[src/rtl/seg_disp_pkg.sv]
// Shared character map for the multiplexed 7-segment drivers.
// Holds the character-code constants and the active-high segment patterns
// in {g,f,e,d,c,b,a} order.
package seg_disp_pkg;

  localparam int CHAR_W = 5;

  typedef logic [6:0] seg_pattern_t;
  typedef logic [CHAR_W-1:0] char_code_t;

  localparam char_code_t CH_0     = 5'd0;
  localparam char_code_t CH_1     = 5'd1;
  localparam char_code_t CH_2     = 5'd2;
  localparam char_code_t CH_3     = 5'd3;
  localparam char_code_t CH_4     = 5'd4;
  localparam char_code_t CH_5     = 5'd5;
  localparam char_code_t CH_6     = 5'd6;
  localparam char_code_t CH_7     = 5'd7;
  localparam char_code_t CH_8     = 5'd8;
  localparam char_code_t CH_9     = 5'd9;
  localparam char_code_t CH_DASH  = 5'd10;
  localparam char_code_t CH_E     = 5'd11;
  localparam char_code_t CH_R     = 5'd12;
  localparam char_code_t CH_L     = 5'd13;
  localparam char_code_t CH_H     = 5'd14;
  localparam char_code_t CH_U     = 5'd15;
  localparam char_code_t CH_P     = 5'd16;
  localparam char_code_t CH_O     = 5'd17;
  localparam char_code_t CH_B     = 5'd18;
  localparam char_code_t CH_D     = 5'd19;
  localparam char_code_t CH_N     = 5'd20;
  localparam char_code_t CH_J     = 5'd21;
  localparam char_code_t CH_Y     = 5'd22;
  localparam char_code_t CH_H_LC  = 5'd30;
  localparam char_code_t CH_BLANK = 5'd31;

  // Active-high pattern table; codes without a glyph (23..29) stay dark.
  function automatic seg_pattern_t char_pattern(input char_code_t code);
    seg_pattern_t pat;
    pat = 7'h00;
    case (code)
      CH_0:     pat = 7'h3F;
      CH_1:     pat = 7'h06;
      CH_2:     pat = 7'h5B;
      CH_3:     pat = 7'h4F;
      CH_4:     pat = 7'h66;
      CH_5:     pat = 7'h6D;
      CH_6:     pat = 7'h7D;
      CH_7:     pat = 7'h07;
      CH_8:     pat = 7'h7F;
      CH_9:     pat = 7'h6F;
      CH_DASH:  pat = 7'h40;
      CH_E:     pat = 7'h79;
      CH_R:     pat = 7'h50;
      CH_L:     pat = 7'h38;
      CH_H:     pat = 7'h76;
      CH_U:     pat = 7'h3E;
      CH_P:     pat = 7'h73;
      CH_O:     pat = 7'h5C;
      CH_B:     pat = 7'h7C;
      CH_D:     pat = 7'h5E;
      CH_N:     pat = 7'h54;
      CH_J:     pat = 7'h1E;
      CH_Y:     pat = 7'h6E;
      CH_H_LC:  pat = 7'h74;
      CH_BLANK: pat = 7'h00;
      default:  pat = 7'h00;
    endcase
    return pat;
  endfunction

endpackage

[src/rtl/seg_mux_display_n_decoder.sv]
// Combinational character-code to segment-pattern lookup.
// Output is active-high; the parent applies board polarity.
module seg7_char_decoder
  import seg_disp_pkg::*;
(
  input  logic [CHAR_W-1:0] code,
  output logic [6:0]        pattern
);

  assign pattern = char_pattern(code);

endmodule

[src/rtl/seg_mux_display_n.sv]
// Time-multiplexed N-digit 7-segment driver with double-buffered loading,
// PWM brightness, per-digit blink, an inter-digit blanking gap and
// selectable anode/segment polarity. All pin outputs are registered.
module seg_mux_display_n
  import seg_disp_pkg::*;
#(
  parameter int NUM_DIGITS     = 4,
  parameter int CHAR_W_P       = CHAR_W,
  parameter int SLOT_CYC       = 32768,
  parameter int BLANK_CYC      = 64,
  parameter int BRIGHT_W       = 3,
  parameter int BLINK_FRAMES   = 256,
  parameter int AN_ACTIVE_LOW  = 1,
  parameter int SEG_ACTIVE_LOW = 1
) (
  input  logic                         clk,
  input  logic                         reset,
  input  logic                         load,
  input  logic [NUM_DIGITS*CHAR_W-1:0] char_data,
  input  logic [NUM_DIGITS-1:0]        dp_data,
  input  logic [NUM_DIGITS-1:0]        blink_mask,
  input  logic [BRIGHT_W-1:0]          brightness,
  output logic [6:0]                   seg,
  output logic                         dp,
  output logic [NUM_DIGITS-1:0]        an,
  output logic                         frame_tick
);

  localparam int SLOT_W  = $clog2(SLOT_CYC);
  localparam int IDX_W   = (NUM_DIGITS > 1) ? $clog2(NUM_DIGITS) : 1;
  localparam int BLINK_W = (BLINK_FRAMES > 1) ? $clog2(BLINK_FRAMES) : 1;

  localparam logic [SLOT_W-1:0]  SLOT_LAST  = SLOT_W'(SLOT_CYC - 1);
  localparam logic [SLOT_W-1:0]  BLANK_END  = SLOT_W'(BLANK_CYC);
  localparam logic [IDX_W-1:0]   IDX_LAST   = IDX_W'(NUM_DIGITS - 1);
  localparam logic [BLINK_W-1:0] BLINK_LAST = BLINK_W'(BLINK_FRAMES - 1);

  // XOR masks that turn active-high internal values into pin polarity.
  localparam logic [NUM_DIGITS-1:0] AN_INV  = {NUM_DIGITS{AN_ACTIVE_LOW != 0}};
  localparam logic [6:0]            SEG_INV = {7{SEG_ACTIVE_LOW != 0}};
  localparam logic                  DP_INV  = (SEG_ACTIVE_LOW != 0);

  // Scan state
  logic [SLOT_W-1:0]  slot_cnt_reg;
  logic [IDX_W-1:0]   idx_reg;
  logic [BLINK_W-1:0] blink_cnt_reg;
  logic               blink_phase_reg;

  // Shadow (written by load) and active (displayed) buffers
  logic                         pending_reg;
  logic [NUM_DIGITS*CHAR_W-1:0] shd_char_reg;
  logic [NUM_DIGITS-1:0]        shd_dp_reg;
  logic [NUM_DIGITS-1:0]        shd_blink_reg;
  logic [BRIGHT_W-1:0]          shd_bright_reg;
  logic [NUM_DIGITS*CHAR_W-1:0] act_char_reg;
  logic [NUM_DIGITS-1:0]        act_dp_reg;
  logic [NUM_DIGITS-1:0]        act_blink_reg;
  logic [BRIGHT_W-1:0]          act_bright_reg;

  // Registered pin drivers
  logic [NUM_DIGITS-1:0] an_reg;
  logic [6:0]            seg_reg;
  logic                  dp_reg;
  logic                  frame_tick_reg;

  logic                  slot_wrap;
  logic                  frame_end;
  logic                  lit;
  logic [CHAR_W-1:0]     cur_char;
  logic [6:0]            cur_pattern;
  logic [NUM_DIGITS-1:0] digit_sel;
  logic [CHAR_W-1:0]     act_char_arr [NUM_DIGITS];

  assign slot_wrap = (slot_cnt_reg == SLOT_LAST);
  assign frame_end = slot_wrap && (idx_reg == '0);

  // Unpack the active characters and build the one-hot digit select.
  for (genvar gi = 0; gi < NUM_DIGITS; gi++) begin : g_digit
    assign act_char_arr[gi] = act_char_reg[gi*CHAR_W +: CHAR_W];
    assign digit_sel[gi]    = (idx_reg == IDX_W'(gi));
  end

  assign cur_char = act_char_arr[idx_reg];

  seg7_char_decoder u_decoder (
    .code    (cur_char),
    .pattern (cur_pattern)
  );

  // Slot lit when past the blanking gap, inside the PWM window and not blinked off.
  assign lit = (slot_cnt_reg >= BLANK_END)
            && (slot_cnt_reg[SLOT_W-1 -: BRIGHT_W] <= act_bright_reg)
            && !(act_blink_reg[idx_reg] && blink_phase_reg);

  // Slot counter and digit index: leftmost digit first, wrapping after digit 0.
  always_ff @(posedge clk or posedge reset) begin
    if (reset) begin
      slot_cnt_reg <= '0;
      idx_reg      <= IDX_LAST;
    end else begin
      slot_cnt_reg <= slot_cnt_reg + 1'b1;
      if (slot_wrap) begin
        idx_reg <= (idx_reg == '0) ? IDX_LAST : idx_reg - 1'b1;
      end
    end
  end

  // Blink phase toggles once every BLINK_FRAMES completed frames.
  always_ff @(posedge clk or posedge reset) begin
    if (reset) begin
      blink_cnt_reg   <= '0;
      blink_phase_reg <= 1'b0;
    end else if (frame_end) begin
      if (blink_cnt_reg == BLINK_LAST) begin
        blink_cnt_reg   <= '0;
        blink_phase_reg <= ~blink_phase_reg;
      end else begin
        blink_cnt_reg <= blink_cnt_reg + 1'b1;
      end
    end
  end

  // Shadow capture on load; a load on the boundary cycle still marks pending.
  always_ff @(posedge clk or posedge reset) begin
    if (reset) begin
      pending_reg    <= 1'b0;
      shd_char_reg   <= '0;
      shd_dp_reg     <= '0;
      shd_blink_reg  <= '0;
      shd_bright_reg <= '0;
    end else if (load) begin
      pending_reg    <= 1'b1;
      shd_char_reg   <= char_data;
      shd_dp_reg     <= dp_data;
      shd_blink_reg  <= blink_mask;
      shd_bright_reg <= brightness;
    end else if (frame_end) begin
      pending_reg <= 1'b0;
    end
  end

  // Active buffer only changes at a frame boundary so every frame shows one load.
  always_ff @(posedge clk or posedge reset) begin
    if (reset) begin
      act_char_reg   <= {NUM_DIGITS{CH_BLANK}};
      act_dp_reg     <= '0;
      act_blink_reg  <= '0;
      act_bright_reg <= '0;
    end else if (frame_end && pending_reg) begin
      act_char_reg   <= shd_char_reg;
      act_dp_reg     <= shd_dp_reg;
      act_blink_reg  <= shd_blink_reg;
      act_bright_reg <= shd_bright_reg;
    end
  end

  // Pin registers: anodes, segments and dp all update on the same edge.
  always_ff @(posedge clk or posedge reset) begin
    if (reset) begin
      an_reg         <= AN_INV;
      seg_reg        <= SEG_INV;
      dp_reg         <= DP_INV;
      frame_tick_reg <= 1'b0;
    end else begin
      an_reg         <= (lit ? digit_sel : '0) ^ AN_INV;
      seg_reg        <= (lit ? cur_pattern : 7'h00) ^ SEG_INV;
      dp_reg         <= (lit && act_dp_reg[idx_reg]) ^ DP_INV;
      frame_tick_reg <= frame_end;
    end
  end

  assign an         = an_reg;
  assign seg        = seg_reg;
  assign dp         = dp_reg;
  assign frame_tick = frame_tick_reg;

endmodule
[config.mk]
export PLATFORM = sky130hd
export DESIGN_NAME = seg_mux_display_n
export DESIGN_NICKNAME = d
export VERILOG_FILES = /design/src/rtl/seg_disp_pkg.sv /design/src/rtl/seg_mux_display_n_decoder.sv /design/src/rtl/seg_mux_display_n.sv
export SDC_FILE = /design/constraint.sdc
export NUM_CORES = 1
export LEC_CHECK = 0
export BUFFER_PORTS_ARGS = -buffer_cell sky130_fd_sc_hd__buf_2
export CORE_MARGIN = 4
export CORE_UTILIZATION = 33
export DETAILED_ROUTE_END_ITERATION = 8
export GPL_TIMING_DRIVEN = 0
export MAX_ROUTING_LAYER = met4
export PLACE_DENSITY = 0.6
export SLEW_MARGIN = 20
export SYNTH_ARGS = -nofsm -noshare
export SYNTH_HDL_FRONTEND = slang
export SYNTH_SLANG_ARGS = --single-unit
[constraint.sdc]
create_clock -name clk -period 3.85 [get_ports clk]
set_input_delay 0.385 -clock clk [delete_from_list [all_inputs] [get_ports clk]]
set_output_delay 0.385 -clock clk [all_outputs]
set_load 0.005 [all_outputs]
==> results of run 1 <==
-- area by class of cell --
| class | instances | area (sq um) | area share (%) |
|---|---|---|---|
| repair buffers | 47 | 263 | 4.76 |
| inverters | 12 | 50.0 | 0.906 |
| clock inverters | 6 | 66.3 | 1.20 |
| clock buffers | 10 | 239 | 4.33 |
| flip-flops and latches | 102 | 2590 | 47.0 |
| plain buffers | 15 | 87.6 | 1.59 |
| well taps | 180 | 225 | 4.08 |
| multi-input cells | 221 | 2000 | 36.2 |
-- metrics by stage --
stage	setup WS, ps	power (uW)	cell area [sq um]
after global routing	1190	2220	5530
after CTS	1310	2170	5530
after floorplan	846	1190	4730
after detailed placement	1320	1230	5210
final	1320	2140	5530
after global placement	-278	1220	5180
-- power breakdown --
part           switching, uW  total, uW  internal, uW  leakage [uW]
Clock                    403        930           527      0.000154
Combinational           40.7       86.5          45.8       0.00112
Sequential              17.6       1120          1110       0.00121
Total                    462       2140          1680       0.00249
-- path summary, 6_finish.rpt --
path                               endpoint  slack (ps)  cells past startpoint
setup reg to reg                     seg[5]        1320                      5
max in group asynchronous   act_char_reg[7]        2650                      4
hold / removal              shd_char_reg[5]         270                      2
min in group asynchronous  blink_cnt_reg[3]         520                      3
setup / recovery                     seg[5]        1320                      5
hold reg to reg             slot_cnt_reg[0]         470                      1
-- what timing repair did --
item / 4_1_cts / 5_1_grt
hold buffers: 1 / 0
endpoints found under the hold margin: 5 / 0
buffers inserted: 0 / 0
-- synth_stat cells (4+ instances only) --
| cell | n | area, sq um |
|---|---|---|
| a21o_1 | 4 | 30.0 |
| a21oi_1 | 5 | 25.0 |
| and3_1 | 7 | 43.8 |
| buf_2 | 4 | 20.0 |
| clkbuf_1 | 4 | 15.0 |
| dfrtp_1 | 68 | 1700 |
| dfstp_2 | 34 | 893 |
| ha_1 | 17 | 213 |
| inv_1 | 11 | 41.3 |
| mux2_2 | 32 | 360 |
| mux2_4 | 30 | 450 |
| mux4_2 | 7 | 158 |
| nand2_1 | 22 | 82.6 |
| nand2b_1 | 4 | 25.0 |
| nand3_1 | 10 | 50.1 |
| nand4_1 | 5 | 31.3 |
| nor2_1 | 13 | 48.8 |
| nor3_1 | 6 | 30.0 |
| o21ai_0 | 12 | 60.1 |
| xnor2_1 | 11 | 96.3 |
| xor2_1 | 6 | 52.6 |
-- kinds of logic after synthesis --
kind of cell    synth area share, %
xor+xnor                       3.15
fa+ha+maj                      4.50
compound gates                 4.55
mux                            20.9
simple gates                   9.18
flops                          54.9
buf+inv                        2.81
-- routing by layer --
metal / wire [microns] / vias to the layer above / global-route usage [%]
met3: 427 / 6 / 2.79
met2: 4200 / 82 / 18.1
li1: - / 1360 / -
met5: 0 / - / -
met4: 65 / 0 / 4.12
met1: 4140 / 1422 / 15.0
-- worst reg2reg max path, stage by stage (launching register included) --
cell	delay, ps
dfstp_2	550
buf_4	220
mux4_2	550
a221oi_1	640
buf_2	340
o2111ai_1	140
==> summary.md, run 1 <==
| Metric | Value |
|---|---|
| # diodes | `0` |
| Post-layout util | `between 30% and 40%` |
| I/O pin cnt | `47` |
| Via count | `~2.9k` |
| Slew Limit Headroom | `between 50 and 60%` |
| Min Tclk post-route | `around 2500 ps` |
| Fin cells | `about 590` |
| FF-to-FF Start | `idx_reg[0]` |
| Final worst path period share | `between 60 and 70%` |
| Synth-to-Final Area Change | `16.9%` |
| Final Skew | `9.93 ps` |
| Total CTS buffers | `9` |
| Vias in the first global route | `approximately 2.9k` |
| Drt initial violations | `approximately 210` |
| Crit Path Max Fanout | `10` |
| Max Cap Viol | `0` |
| Routed WL | `a little under 9000 microns` |
| Slew @ Worst Pin | `around 670 ps` |
| Fillers | `about 1.3k` |
| EDFF count, synth | `0` |
| Row Count | `between 40 and 50` |
| Slowest CP cell | `a221oi_1` |
| GPL Wtd Cong | `between 0.7 and 0.8` |
| H-tree depth | `3` |
| Required time worst endpoint | `between 4000 and 5000 ps` |
| Share of cells above drive strength 1 | `between 40% and 50%` |
| Final setup viols | `0` |
| Cells along the critical path | `buf_4, mux4_2, a221oi_1, buf_2, o2111ai_1` |
| Cells after DPL | `~580` |
| P_leak | `about 0.0025 uW` |
| Most common cell after layout, fill and taps aside | `dfrtp_1` |
| Final Max Tran Viols | `0` |
| CTS resizes | `0` |
| RSZ-0062 raised after global routing | `no` |
| FMAX | `0.396 GHz` |
| Antenna violations before repair | `0` |
| Root buffer cell | `clkbuf_16` |
| Worst hold slack | `267 ps` |
| Mapped cell area | `4730 sq um` |
| Data arrival, critical path | `approximately 2800 ps` |
| Crit-path max cell delay | `640 ps` |
| DR pass1 iterations | `5` |
| Die height | `128 microns` |
| CP Capture Type | `register` |
| Avg WL per Cell | `between 10 and 15 microns` |
| Critical Path Start Type | `register` |
| Port Buffer Count | `between 40 and 50` |
| Syn. warnings | `0` |
| Synth Register Bits | `between 100 and 150` |
| Worst VDD drop | `0.000178 V` |
| ANT nets after route | `0` |
| Vias per std cell | `4.84` |
| Async S/R FF share, synth | `between 90% and 100%` |
| Die width | `~130 microns` |
| Syn nets | `~400` |
| HP Class | `in2reg` |
| Core area | `around 14000 sq um` |
| Clk sinks | `about 100` |
| Unique cell type count in the Yosys netlist | `45` |
| Hold path startpoint | `char_data[5]` |
| Ys flop type | `dfrtp_1` |
| Post-Route Setup TNS | `0 ps` |
| Pwr per Cell Area | `387 nW/um^2` |
| Initial Utilization | `between 30 and 40%` |
| Mapped Avg Cell Area | `~14 sq um` |
| Endpoints failing hold | `0` |
| HPWL Detailed | `6320 microns` |
| Grt total ovfl | `0` |
| First-pass GRT wire length | `~15000 microns` |
| Critical Path Start | `idx_reg[0]` |
| Worst skew pair latency | `350 ps` |
| CTS tree | `yes` |
| Seq/Total Area, Yosys | `54.9%` |
| Worst-path clk slew | `about 70 ps` |
| Critical path class | `reg2reg` |
| All-layer global routing usage | `between 10% and 20%` |
| Status | `completed` |
| Most frequent cells in the layout | `dfrtp_1 (68), buf_2 (49), dfstp_2 (34)` |
| Largest net degree at the start of global routing | `84` |
| Max clock buf depth | `2` |
| Full die area | `approximately 16000 sq um` |
| Mapped Cells | `350` |
| Fin nets | `around 460` |
| CP delay by family, top | `compound AO/OA/AOI/OAI gates` |
| Residual DRC count | `0` |
| WP buf/inv | `2` |
(Power assumes the default switching activity.)
==> inputs of run 2 (changes only) <==
--- a/config.mk
+++ b/config.mk
@@ -11,7 +11,7 @@
 export DETAILED_ROUTE_END_ITERATION = 8
 export GPL_TIMING_DRIVEN = 0
 export MAX_ROUTING_LAYER = met4
-export PLACE_DENSITY = 0.6
+export PLACE_DENSITY = 0.61
 export SLEW_MARGIN = 20
 export SYNTH_ARGS = -nofsm -noshare
 export SYNTH_HDL_FRONTEND = slang
==> constraint.sdc (replaced) <==
create_clock -name clk -period 2.1 [get_ports clk]
set_input_delay 0.21 -clock clk [delete_from_list [all_inputs] [get_ports clk]]
set_output_delay 0.21 -clock clk [all_outputs]
set_load 0.005 [all_outputs]
==> run 2 against run 1 <==
Net effect: the flow now finishes with violations (setup timing); critical path depth up 1; sequential share of layout area down 2.7 points; core utilization up 2.4 points; non-clock buffer count up 20; worst setup slack worse by 1400 ps; critical endpoint is now seg[4]; highest routed layer unchanged.
==> summary.md, run 2 (synthesis gave the netlist of run 1 again) <==
| Metric | Value |
|---|---|
| Synth-to-Final Area Change | `24.0% (was 16.9%)` |
| Data arrival, critical path | `2460 ps (was 2780 ps)` |
| Most common cell after layout, fill and taps aside | `dfrtp_1 (unchanged)` |
| # diodes | `0 (unchanged)` |
| CTS tree | `yes (unchanged)` |
| Pwr per Cell Area | `644 nW/um^2 (was 387 nW/um^2)` |
| Residual DRC count | `0 (unchanged)` |
| Max Cap Viol | `0 (unchanged)` |
| Post-layout util | `42.1% (was 39.7%)` |
| Vias in the first global route | `2946 (was 2882)` |
| Root buffer cell | `clkbuf_16 (unchanged)` |
| Status | `complete, but fails checks (was completed)` |
| Die width | `128 microns (unchanged)` |
| Multi-input logic area | `2140 sq um (was 2000 sq um)` |
| Fin area | `5860 sq um (was 5530 sq um)` |
| Final worst path period share | `105% (was 65.6%)` |
| Total CTS buffers | `9 (unchanged)` |
| Row Count | `43 (unchanged)` |
| FMAX | `0.452 GHz (was 0.396 GHz)` |
| Slew Limit Headroom | `50.0% (was 55.2%)` |
| Critical path class | `reg2reg (unchanged)` |
| First-pass GRT wire length | `15200 microns (was 14600 microns)` |
| Initial Utilization | `33.9% (unchanged)` |
| Final Worst Setup Slack | `-113 ps (was 1320 ps)` |
| I/O pin cnt | `47 (unchanged)` |
| Cell Area, Placed | `5260 sq um (was 5210 sq um)` |
| Final Max Tran Viols | `0 (unchanged)` |
| GPL Wtd Cong | `0.804 (was 0.781)` |
| Core area | `13900 sq um (unchanged)` |
| Most frequent cells in the layout | `dfrtp_1 (68), buf_2 (46), dfstp_2 (34) (was dfrtp_1 (68), buf_2 (49), dfstp_2 (34))` |
| Flop2flop setup slack | `-110 ps (was 1320 ps)` |
| Worst-path clk slew | `70 ps (about the same)` |
| Worst skew pair latency | `340 ps (was 350 ps)` |
| Final Skew | `8.30 ps (was 9.93 ps)` |
| H-tree depth | `3 (unchanged)` |
| Via count | `2987 (was 2870)` |
| Worst VDD drop | `0.000444 V (was 0.000178 V)` |
| HPWL Detailed | `6470 microns (was 6320 microns)` |
| P_leak | `0.00260 uW (was 0.00249 uW)` |
| Final setup viols | `11 (was 0)` |
| Reg area | `2590 sq um (unchanged)` |
| HP Class | `in2reg (unchanged)` |
| Clk sinks | `102 (unchanged)` |
| Largest net degree at the start of global routing | `30 (was 84)` |
| Avg WL per Cell | `15.1 microns (was 14.9 microns)` |
| ANT nets after route | `0 (unchanged)` |
| Failing checks | `setup timing` |
| Routed WL | `9220 microns (was 8830 microns)` |
| Endpoints failing hold | `0 (unchanged)` |
| Slew @ Worst Pin | `750 ps (was 672 ps)` |
| Port Buffer Count | `45 (unchanged)` |
| Full die area | `16300 sq um (unchanged)` |
| Share of cells above drive strength 1 | `50.7% (was 43.1%)` |
| Cells after DPL | `578 (was 576)` |
| Grt total ovfl | `0 (unchanged)` |
| Fin cells | `612 (was 593)` |
| Antenna violations before repair | `0 (unchanged)` |
| Min Tclk post-route | `2210 ps (was 2530 ps)` |
| Critical Path Start Type | `register (unchanged)` |
| Drt initial violations | `313 (was 213)` |
| Fillers | `1293 (was 1295)` |
| Crit Path Max Fanout | `8 (was 10)` |
| RSZ-0062 raised after global routing | `yes (was no)` |
| Max clock buf depth | `2 (unchanged)` |
| DR pass1 iterations | `4 (was 5)` |
| Vias per std cell | `4.88 (was 4.84)` |
| All-layer global routing usage | `12.0% (was 11.6%)` |
| Die height | `128 microns (unchanged)` |
| Required time worst endpoint | `2340 ps (was 4100 ps)` |
| Fin nets | `479 (was 459)` |
| CP Capture Type | `register (unchanged)` |
## run 2: path summary, 6_finish.rpt
path	start	cells after the start	endpoint
max	idx_reg[0]	6	seg[4]
min	char_data[10]	2	shd_char_reg[10]
max in group asynchronous	reset	5	an[3]
min reg2reg	blink_cnt_reg[6]	1	blink_cnt_reg[6]
min in group asynchronous	reset	3	shd_bright_reg[1]
max reg2reg	idx_reg[0]	6	seg[4]
## run 2: where the power goes
part | switching [uW] | internal, uW
clock network | 708 | 839
logic | 75.7 | 91.1
registers | 31.2 | 2030
## run 2: per-stage QoR
step,TNS (ps),setup slack [ps],hold slack (ps),power (uW)
final,-526,-113,99.2,3770
after global routing,-1350,-160,88.2,3930
after CTS,-269,-64.9,86.4,3840
after detailed placement,-7850,-410,340,2270
after global placement,-6940,-397,443,2240
after floorplan,-15.4,-15.4,362,2190
## run 2: cell type report
cell class                 instances  area share, %
buffer                            15           2.11
sequential                       102           44.3
timing repair buffer              67           7.73
clock buffer                      11           4.14
tap                              180           3.84
multi-input combinational        221           36.5
inverter                          12          0.918
clock inverter                     4          0.534
## run 2: timing repair
action / 4_1_cts / 5_1_grt
resized for setup: 28 / 15
hold buffers: 1 / 0
endpoints found under the hold margin: 26 / 0
buffers inserted: 8 / 9
pin swaps: 5 / 9
setup endpoints to repair: 47 / 17
gates cloned: 0 / 1
## run 2: critical path, cell delays in order, from the launching register on
cell and delay, ps:
dfstp_2 560, buf_12 140, buf_4 120, mux4_2 530, a221oi_4 450, buf_4 200
o2111ai_1 120
## run 2: metal layers
metal / vias up / global-route usage, % / routed length (microns)
met1: 1495 / 16.0 / 4350
met5: - / - / 0
met2: 80 / 18.5 / 4350
li1: 1398 / - / -
met4: 0 / 3.56 / 125
met3: 14 / 2.63 / 402
